===== src/rtl/ifu_pkg.sv =====
// Shared types and constants for the instruction-fetch stage.
package ifu_pkg;
   typedef enum logic [1:0] {
      S_REQ  = 2'd0,
      S_WAIT = 2'd1,
      S_DROP = 2'd2
   } ifu_state_e;

   localparam logic [31:0] NOP_INSTR    = 32'h0000_0013;
   localparam logic [63:0] RESET_PC_DEF = 64'h8000_0000;
endpackage


===== src/rtl/ifu_hold_buf.sv =====
// One-entry {instr, pc} buffer that parks a response arriving during a load-use stall.
module ifu_hold_buf (
   input  logic        clk,
   input  logic        rstn,
   input  logic        i_wr,
   input  logic [31:0] i_wr_instr,
   input  logic [63:0] i_wr_pc,
   input  logic        i_rd,
   input  logic        i_clr,
   output logic        o_valid,
   output logic [31:0] o_instr,
   output logic [63:0] o_pc
);
   logic        r_valid;
   logic [31:0] r_instr;
   logic [63:0] r_pc;

   always_ff @(posedge clk or negedge rstn) begin
      if (!rstn) begin
         r_valid <= 1'b0;
         r_instr <= '0;
         r_pc    <= '0;
      end else begin
         if (i_clr)     r_valid <= 1'b0;
         else if (i_wr) r_valid <= 1'b1;
         else if (i_rd) r_valid <= 1'b0;
         if (i_wr) begin
            r_instr <= i_wr_instr;
            r_pc    <= i_wr_pc;
         end
      end
   end

   assign o_valid = r_valid;
   assign o_instr = r_instr;
   assign o_pc    = r_pc;
endmodule


===== src/rtl/ifu_fetch.sv =====
// Instruction fetch: PC, single-outstanding imem requests and the IF/ID register.
// Optional performance counters are built when IFU_PERF_EN is defined.
module ifu_fetch
   import ifu_pkg::*;
#(
   parameter logic [63:0] RESET_PC = RESET_PC_DEF
) (
   input  logic        clk,
   input  logic        rstn,
   input  logic        ld_hz_nop,
   input  logic        flush_nop,
   input  logic [63:0] redirect_pc,
   output logic        imem_req_valid,
   input  logic        imem_req_ready,
   output logic [63:0] imem_req_addr,
   input  logic        imem_resp_valid,
   input  logic [31:0] imem_resp_data,
   output logic [31:0] ifu_instr,
   output logic [63:0] ifu_pc,
   output logic [63:0] ifu_snxt_pc
`ifdef IFU_PERF_EN
   ,
   output logic [63:0] perf_fetch_cnt,
   output logic [63:0] perf_stall_cnt
`endif
);
   ifu_state_e  r_state, w_state_nxt;
   logic [63:0] r_pc, r_inflight_pc;
   logic [31:0] r_id_instr;
   logic [63:0] r_id_pc, r_id_snxt;
   logic        w_hs, w_resp_take, w_hold_wr, w_hold_rd;
   logic        w_hold_valid;
   logic [31:0] w_hold_instr;
   logic [63:0] w_hold_pc;

   assign imem_req_valid = (r_state == S_REQ) && !w_hold_valid;
   assign imem_req_addr  = r_pc;
   assign w_hs           = imem_req_valid && imem_req_ready;
   // A response is usable only if it answers a live request and no flush kills it.
   assign w_resp_take    = (r_state == S_WAIT) && imem_resp_valid && !flush_nop;
   assign w_hold_wr      = w_resp_take && ld_hz_nop;
   assign w_hold_rd      = !flush_nop && !ld_hz_nop && w_hold_valid;

   ifu_hold_buf u_hold (
      .clk        (clk),
      .rstn       (rstn),
      .i_wr       (w_hold_wr),
      .i_wr_instr (imem_resp_data),
      .i_wr_pc    (r_inflight_pc),
      .i_rd       (w_hold_rd),
      .i_clr      (flush_nop),
      .o_valid    (w_hold_valid),
      .o_instr    (w_hold_instr),
      .o_pc       (w_hold_pc)
   );

   always_ff @(posedge clk or negedge rstn) begin
      if (!rstn) r_state <= S_REQ;
      else       r_state <= w_state_nxt;
   end

   always_comb begin
      w_state_nxt = r_state;
      case (r_state)
         S_REQ:   if (w_hs) w_state_nxt = flush_nop ? S_DROP : S_WAIT;
         S_WAIT: begin
            if (imem_resp_valid) w_state_nxt = S_REQ;
            else if (flush_nop)  w_state_nxt = S_DROP;
         end
         S_DROP:  if (imem_resp_valid) w_state_nxt = S_REQ;
         default: w_state_nxt = S_REQ;
      endcase
   end

   always_ff @(posedge clk or negedge rstn) begin
      if (!rstn) begin
         r_pc          <= RESET_PC;
         r_inflight_pc <= '0;
      end else begin
         if (flush_nop) r_pc <= redirect_pc;
         else if (w_hs) r_pc <= r_pc + 64'd4;
         if (w_hs) r_inflight_pc <= r_pc;
      end
   end

   always_ff @(posedge clk or negedge rstn) begin
      if (!rstn) begin
         r_id_instr <= NOP_INSTR;
         r_id_pc    <= '0;
         r_id_snxt  <= '0;
      end else if (flush_nop) begin
         r_id_instr <= NOP_INSTR;
         r_id_pc    <= '0;
         r_id_snxt  <= '0;
      end else if (!ld_hz_nop) begin
         if (w_hold_valid) begin
            r_id_instr <= w_hold_instr;
            r_id_pc    <= w_hold_pc;
            r_id_snxt  <= w_hold_pc + 64'd4;
         end else if (w_resp_take) begin
            r_id_instr <= imem_resp_data;
            r_id_pc    <= r_inflight_pc;
            r_id_snxt  <= r_inflight_pc + 64'd4;
         end else begin
            r_id_instr <= NOP_INSTR;
            r_id_pc    <= '0;
            r_id_snxt  <= '0;
         end
      end
   end

   assign ifu_instr   = r_id_instr;
   assign ifu_pc      = r_id_pc;
   assign ifu_snxt_pc = r_id_snxt;

`ifdef IFU_PERF_EN
   logic [63:0] r_perf_fetch, r_perf_stall;
   logic        w_fetch_evt;

   assign w_fetch_evt = !flush_nop && !ld_hz_nop && (w_hold_valid || w_resp_take);

   always_ff @(posedge clk or negedge rstn) begin
      if (!rstn) begin
         r_perf_fetch <= '0;
         r_perf_stall <= '0;
      end else begin
         if (w_fetch_evt) r_perf_fetch <= r_perf_fetch + 64'd1;
         if (ld_hz_nop)   r_perf_stall <= r_perf_stall + 64'd1;
      end
   end

   assign perf_fetch_cnt = r_perf_fetch;
   assign perf_stall_cnt = r_perf_stall;
`endif
endmodule


===== config.mk =====
export PLATFORM = sky130hd
export DESIGN_NAME = ifu_fetch
export DESIGN_NICKNAME = d
export VERILOG_FILES = /design/src/rtl/ifu_pkg.sv /design/src/rtl/ifu_hold_buf.sv /design/src/rtl/ifu_fetch.sv
export SDC_FILE = /design/constraint.sdc
export NUM_CORES = 1
export LEC_CHECK = 0
export ABC_CLOCK_PERIOD_IN_PS = 2300
export CORE_MARGIN = 2
export CORE_UTILIZATION = 48
export DETAILED_ROUTE_END_ITERATION = 12
export GPL_TIMING_DRIVEN = 1
export PLACE_DENSITY = 0.76
export SYNTH_ARGS = -nofsm -noshare
export SYNTH_HDL_FRONTEND = slang
export SYNTH_HIERARCHICAL = 1
export SYNTH_SLANG_ARGS = --single-unit

===== constraint.sdc =====
create_clock -name clk -period 2.3 [get_ports clk]
set_input_delay 0.23 -clock clk [delete_from_list [all_inputs] [get_ports clk]]
set_output_delay 0.23 -clock clk [all_outputs]
set_load 0.01 [all_outputs]

Word level (Yosys, flattened, before mapping)
Index checks and enable logic that the tools add are counted.
{ "totals": {"word_cells": 55, "regBits": 387, "in_bits": 102} }
{ "classes": {"muxes": 23, "n_eq_ne": 6, "add_sub_neg": 3, "reduce_logical": 14} }
{ "ops": {"columns": ["cell", "n"], "rows": [
  ["$mux W64", 10],
  ["$add A64 B3 Y64 const B", 3],
  ["$mux W32", 4],
  ["$mux W2", 5],
  ["$logic_and A1 B1 Y1", 7],
  ["$pmux W2 S3", 1],
  ["$ne A2 B2 Y1 const B", 2],
  ["$logic_not A1 Y1", 3],
  ["$mux W1", 3],
  ["$ne A3 B3 Y1 const B", 1],
  ["$reduce_and A3 Y1", 1],
  ["$reduce_bool A3 Y1", 1],
  ["$eq A2 B1 Y1 const B", 1],
  ["$eq A2 B2 Y1 const B", 1],
  ["$logic_not A2 Y1", 1],
  ["$ne A2 B1 Y1 const B", 1],
  ["$reduce_bool A2 Y1", 1]
]} }

Depth between registers and ports, before layout
{ "depth": {"word_depth": 7, "mapped_depth": 9} }

Cells and area by module
The synthesis kept the hierarchy.
{ "by_module_without_submodules": {"columns": ["mod", "area_each_um2", "instances", "seq_area_each_um2", "cells_each"], "rows": [
  ["ifu_fetch", 15059.4, 1, 7211.9, 1530],
  ["ifu_hold_buf", 3718.6, 1, 2427.3, 207]
]} }

Worst setup path after synthesis
OpenSTA, ideal clock, no wires.
{ "synth_timing": {"path_kind": "register to register", "start": "reg r_pc[12] (netlist: imem_req_addr[12])", "end": "reg r_pc[58] (netlist: imem_req_addr[58])", "n_path_buf": 1, "synth_period_minus_slack_ns": 2.337, "path_stages_with_launch": 8, "slack_ns": -0.037, "required_ns": 2.175, "arrival_ns": 2.212, "path_cell_list": "dfrtp_1 > nand3_2 > or4_4 > or4_1 > buf_6 > nor3_4 > xnor2_1 > mux2_2"} }
{ "synth_between": {"elab_chain_cells": 3} }
{ "synth_rtl": {"columns": ["element", "line_no", "source"], "rows": [
  ["start, declared", "ifu_fetch.sv:28", "logic [63:0] r_pc, r_inflight_pc;"],
  ["start signal, assigned", "ifu_fetch.sv:80", "if (flush_nop) r_pc <= redirect_pc;"],
  ["start signal, assigned", "ifu_fetch.sv:81", "else if (w_hs) r_pc <= r_pc + 64'd4;"],
  ["$add A64 B3 Y64", "ifu_fetch.sv:81", null],
  ["$mux W64", "ifu_fetch.sv:81", null],
  ["$mux W64", "ifu_fetch.sv:80", null]
]} }
No other way between the ends. The select of a mux whose other input is x is not followed.
A chain may end at the register's enable or synchronous reset.

Worst setup path after layout
{ "layout_timing": {"start": "reg r_pc[14] (netlist: imem_req_addr[14])", "end": "reg r_pc[58] (netlist: imem_req_addr[58])"} }
The elaborated chain is that of the path after synthesis.

==> qor.yml <==
outcome: "finished, violations left"
violations: "setup timing"
drt-vias-per-instance: 5.866
htreeDepth: 2
ioPinCount: 327
synth.area.top_cells: "dfrtp_1, mux2_2, a222oi_1"
synth_top_area_cell: "dfrtp_1"
dp.final_hpwl_mm: 42.76
relSlewSlack_pct: 59.16
rsz0062_at_grt: "true"
finalMaxSlewViolations: 0
hold_depth: 3
register_area_um2: 9644
path_clk_slew_ns: 0.06
synth-edff-count: 0
end_kind: "flop"
num_vias: 16710
hold_violations: 0
fin_skew_ns: 0.01729
grt_max_degree: 70
min_to: "imem_req_addr[31]"
yosys_warnings: 6
antenna_found_initial: 0
antenna_cells: 0
coreArea_um2: 38650
crit_type: "reg2reg"
r2r_slack_ns: -0.14
num-nets-final: 2405
p_leak_nw: 12.05
die_w_um: 201.8
cp.required_ns: 2.70
max_freq_mhz: 410.6
numCtsBuffers: 42
synth_fp_nets: 1842
max_stage_delay_ns: 0.65
route.detailed.drc: 0
crit_fanout: 8
wl_per_cell_um: 21.83
reg2reg_to: "imem_req_addr[58]"
die_h_um: 201.8
grt_pass1_wl_mm: 95.40
area_delta_synth_final_pct: 41.80
grt_pass1_vias: 16690
critPathSlowestCell: "or4_4"
synth-main-ff-cell: "dfrtp_1"
numPortBuffers: 326
period_share_pct: 105.9
clockBufferDepth: 3
yosysSeqAreaShare_pct: 51.33
initial_core_util_pct: 48.59
hold_start: "redirect_pc[31]"
hold_class: "in2reg"
finalSetupViolations: 7
cap_violations: 0
path_delay_family: "simple AND/OR/NAND/NOR gates"
drtPass1Iterations: 6
reg2reg_from: "imem_req_addr[14]"
cp-start-kind: "flop"
utilization_pct: 68.90
fin_ws_ns: -0.1356
layout_min_cycle_time_ns: 2.436
yosysMostFrequentCell: "dfrtp_1"
clk_latency_ns: 0.53
syn_area_per_cell_um2: 10.81
ys_types: 58
cts_tree: "done"
rows: 72
crit_buf_inv: 0
async_flop_share_pct: 100.0
r2r_cells: 6
numClockSinks: 385
crit_chain: "nand3_4 -> or4_4 -> or4_4 -> nor3_4 -> xnor2_1 -> mux2_4"
fillCellCount: 2756
cp_common_cell: "or4_4"
pre_cts_slack_ns: -0.4381
synth.top_cell.area_share_pct: 50.77
wl_mm: 62.20
grt-ovfl-total: 0
fin_tns_setup_ns: -0.3388
drt-initial-drc-count: 2119
worst_pin_slew_ns: 0.6126
power_mw: 22.52
ys_ff_latch: 385
cts-root-buf: "clkbuf_16"
drive_gt1_share_pct: 26.56
grt_use_total_pct: 29.61
multi_input_area_um2: 8710
dieArea_um2: 40720
antenna_left: 0
place.gp.congestion: 0.9175
synth_common_cells: "dfrtp_1, nand2_1, mux2_2"
power_density_nw_per_um2: 845.7
ir_drop_uv: 498.4
synth_cells: 1737
syn_area_um2: 18780
critPathArrivalTime_ns: 2.84
-- worst reg2reg max path, delay by kind of cell (launching register included) --
kind          cells  cell delay [ns]
xor+xnor          1             0.10
flops             1             0.38
mux               1             0.28
simple gates      4             1.55
-- metrics by stage --
step                area [µm²]  std cells  hold WS (ns)
global route             26630       2849        0.2383
CTS                      26040       2820        0.2225
floorplan                18780       1737      -0.06559
global placement         24380       2732        0.2154
detailed placement       24380       2732        0.2172
finish                   26630       2849        0.2221
-- timing repair --
| item | in CTS | in global routing |
|---|---|---|
| endpoints found under the setup margin | 56 | 72 |
| endpoints found under the hold margin | 47 | 0 |
| gates cloned | 1 | 1 |
| pin swaps | 5 | 37 |
| hold buffers | 1 | 0 |
| resized for setup | 30 | 91 |
| setup buffers | 13 | 28 |
-- power breakdown --
group          internal (mW)  switching [mW]  total, mW
sequential              8.15            1.25       9.40
combinational           3.33            2.84       6.17
clock                   4.26            2.69       6.95
total                   15.7            6.79       22.5
-- area by class of cell --
cell class | instances | share of cell area, %
Tap cell | 518 | 2.434
Timing Repair Buffer | 616 | 21.53
Clock buffer | 63 | 4.624
Multi-Input combinational cell | 1131 | 32.71
Clock inverter | 12 | 0.7283
Sequential cell | 385 | 36.22
Inverter | 124 | 1.757
-- cell families after synthesis --
group | share of synthesized area, %
AND/OR/NAND/NOR | 13.01
AO/OA/AOI/OAI | 11.89
XOR/XNOR | 8.162
multiplexers | 10.65
buffers and inverters | 4.757
adder cells (fa/ha/maj) | 0.1999
flip-flops | 51.33
-- state kept, by name (all words and copies together) (netlist names) --
name,count
ifu_pc,64
ifu_instr,32
ifu_snxt_pc,62
imem_req_addr,64
u_hold/o_valid,1
r_inflight_pc,64
u_hold/o_instr,32
r_state,2
u_hold/o_pc,64
-- metal layers --
metal / global-route usage, % / vias up / wire length (µm)
li1: - / 7419 / -
met1: 41.99 / 8369 / 26250
met2: 46.69 / 794 / 29150
met3: 4.224 / 130 / 4636
met4: 10.61 / 0 / 2161
met5: 0 / - / 0
-- worst max path at each step --
stage                     slack, ns  depth (start not counted)               from                end
after floorplan                0.01                          7  imem_req_addr[14]  imem_req_addr[58]
after global placement        -0.35                          9     imem_req_ready  imem_req_addr[60]
after detailed placement      -0.44                          9     imem_req_ready  imem_req_addr[60]
after CTS                     -0.07                          6  imem_req_addr[17]  imem_req_addr[58]
after global routing          -0.15                          6  imem_req_addr[14]  imem_req_addr[58]
final                         -0.14                          6  imem_req_addr[14]  imem_req_addr[58]
-- placed cells by master (no fill, tap or decap), types with 7 or more instances in the layout --
| cell type | netlist | final |
|---|---|---|
| dfrtp_1 | 381 | 377 |
| clkdlybuf4s50_1 | 0 | 323 |
| buf_4 | 2 | 255 |
| nand2_1 | 148 | 144 |
| mux2_2 | 138 | 137 |
| inv_1 | 123 | 123 |
| a222oi_1 | 95 | 95 |
| o21ai_0 | 103 | 92 |
| xnor2_1 | 93 | 90 |
| xor2_1 | 82 | 81 |
| nand3_1 | 78 | 70 |
| nand4_1 | 53 | 53 |
| nor2_1 | 66 | 52 |
| clkbuf_16 | 0 | 43 |
| a21oi_1 | 38 | 38 |
| and3_1 | 32 | 30 |
| mux2_4 | 29 | 30 |
| a22o_1 | 24 | 24 |
| nor3_1 | 34 | 18 |
| buf_12 | 0 | 18 |
| and4_1 | 19 | 17 |
| o21ai_1 | 6 | 17 |
| buf_6 | 6 | 17 |
| nor3_2 | 4 | 15 |
| clkbuf_1 | 71 | 12 |
| nor2_2 | 0 | 9 |
| nor4_2 | 4 | 8 |
| and2_1 | 10 | 8 |
| clkbuf_8 | 0 | 8 |
| o22ai_1 | 7 | 7 |
Note: power is estimated with default switching activity, not from simulation.
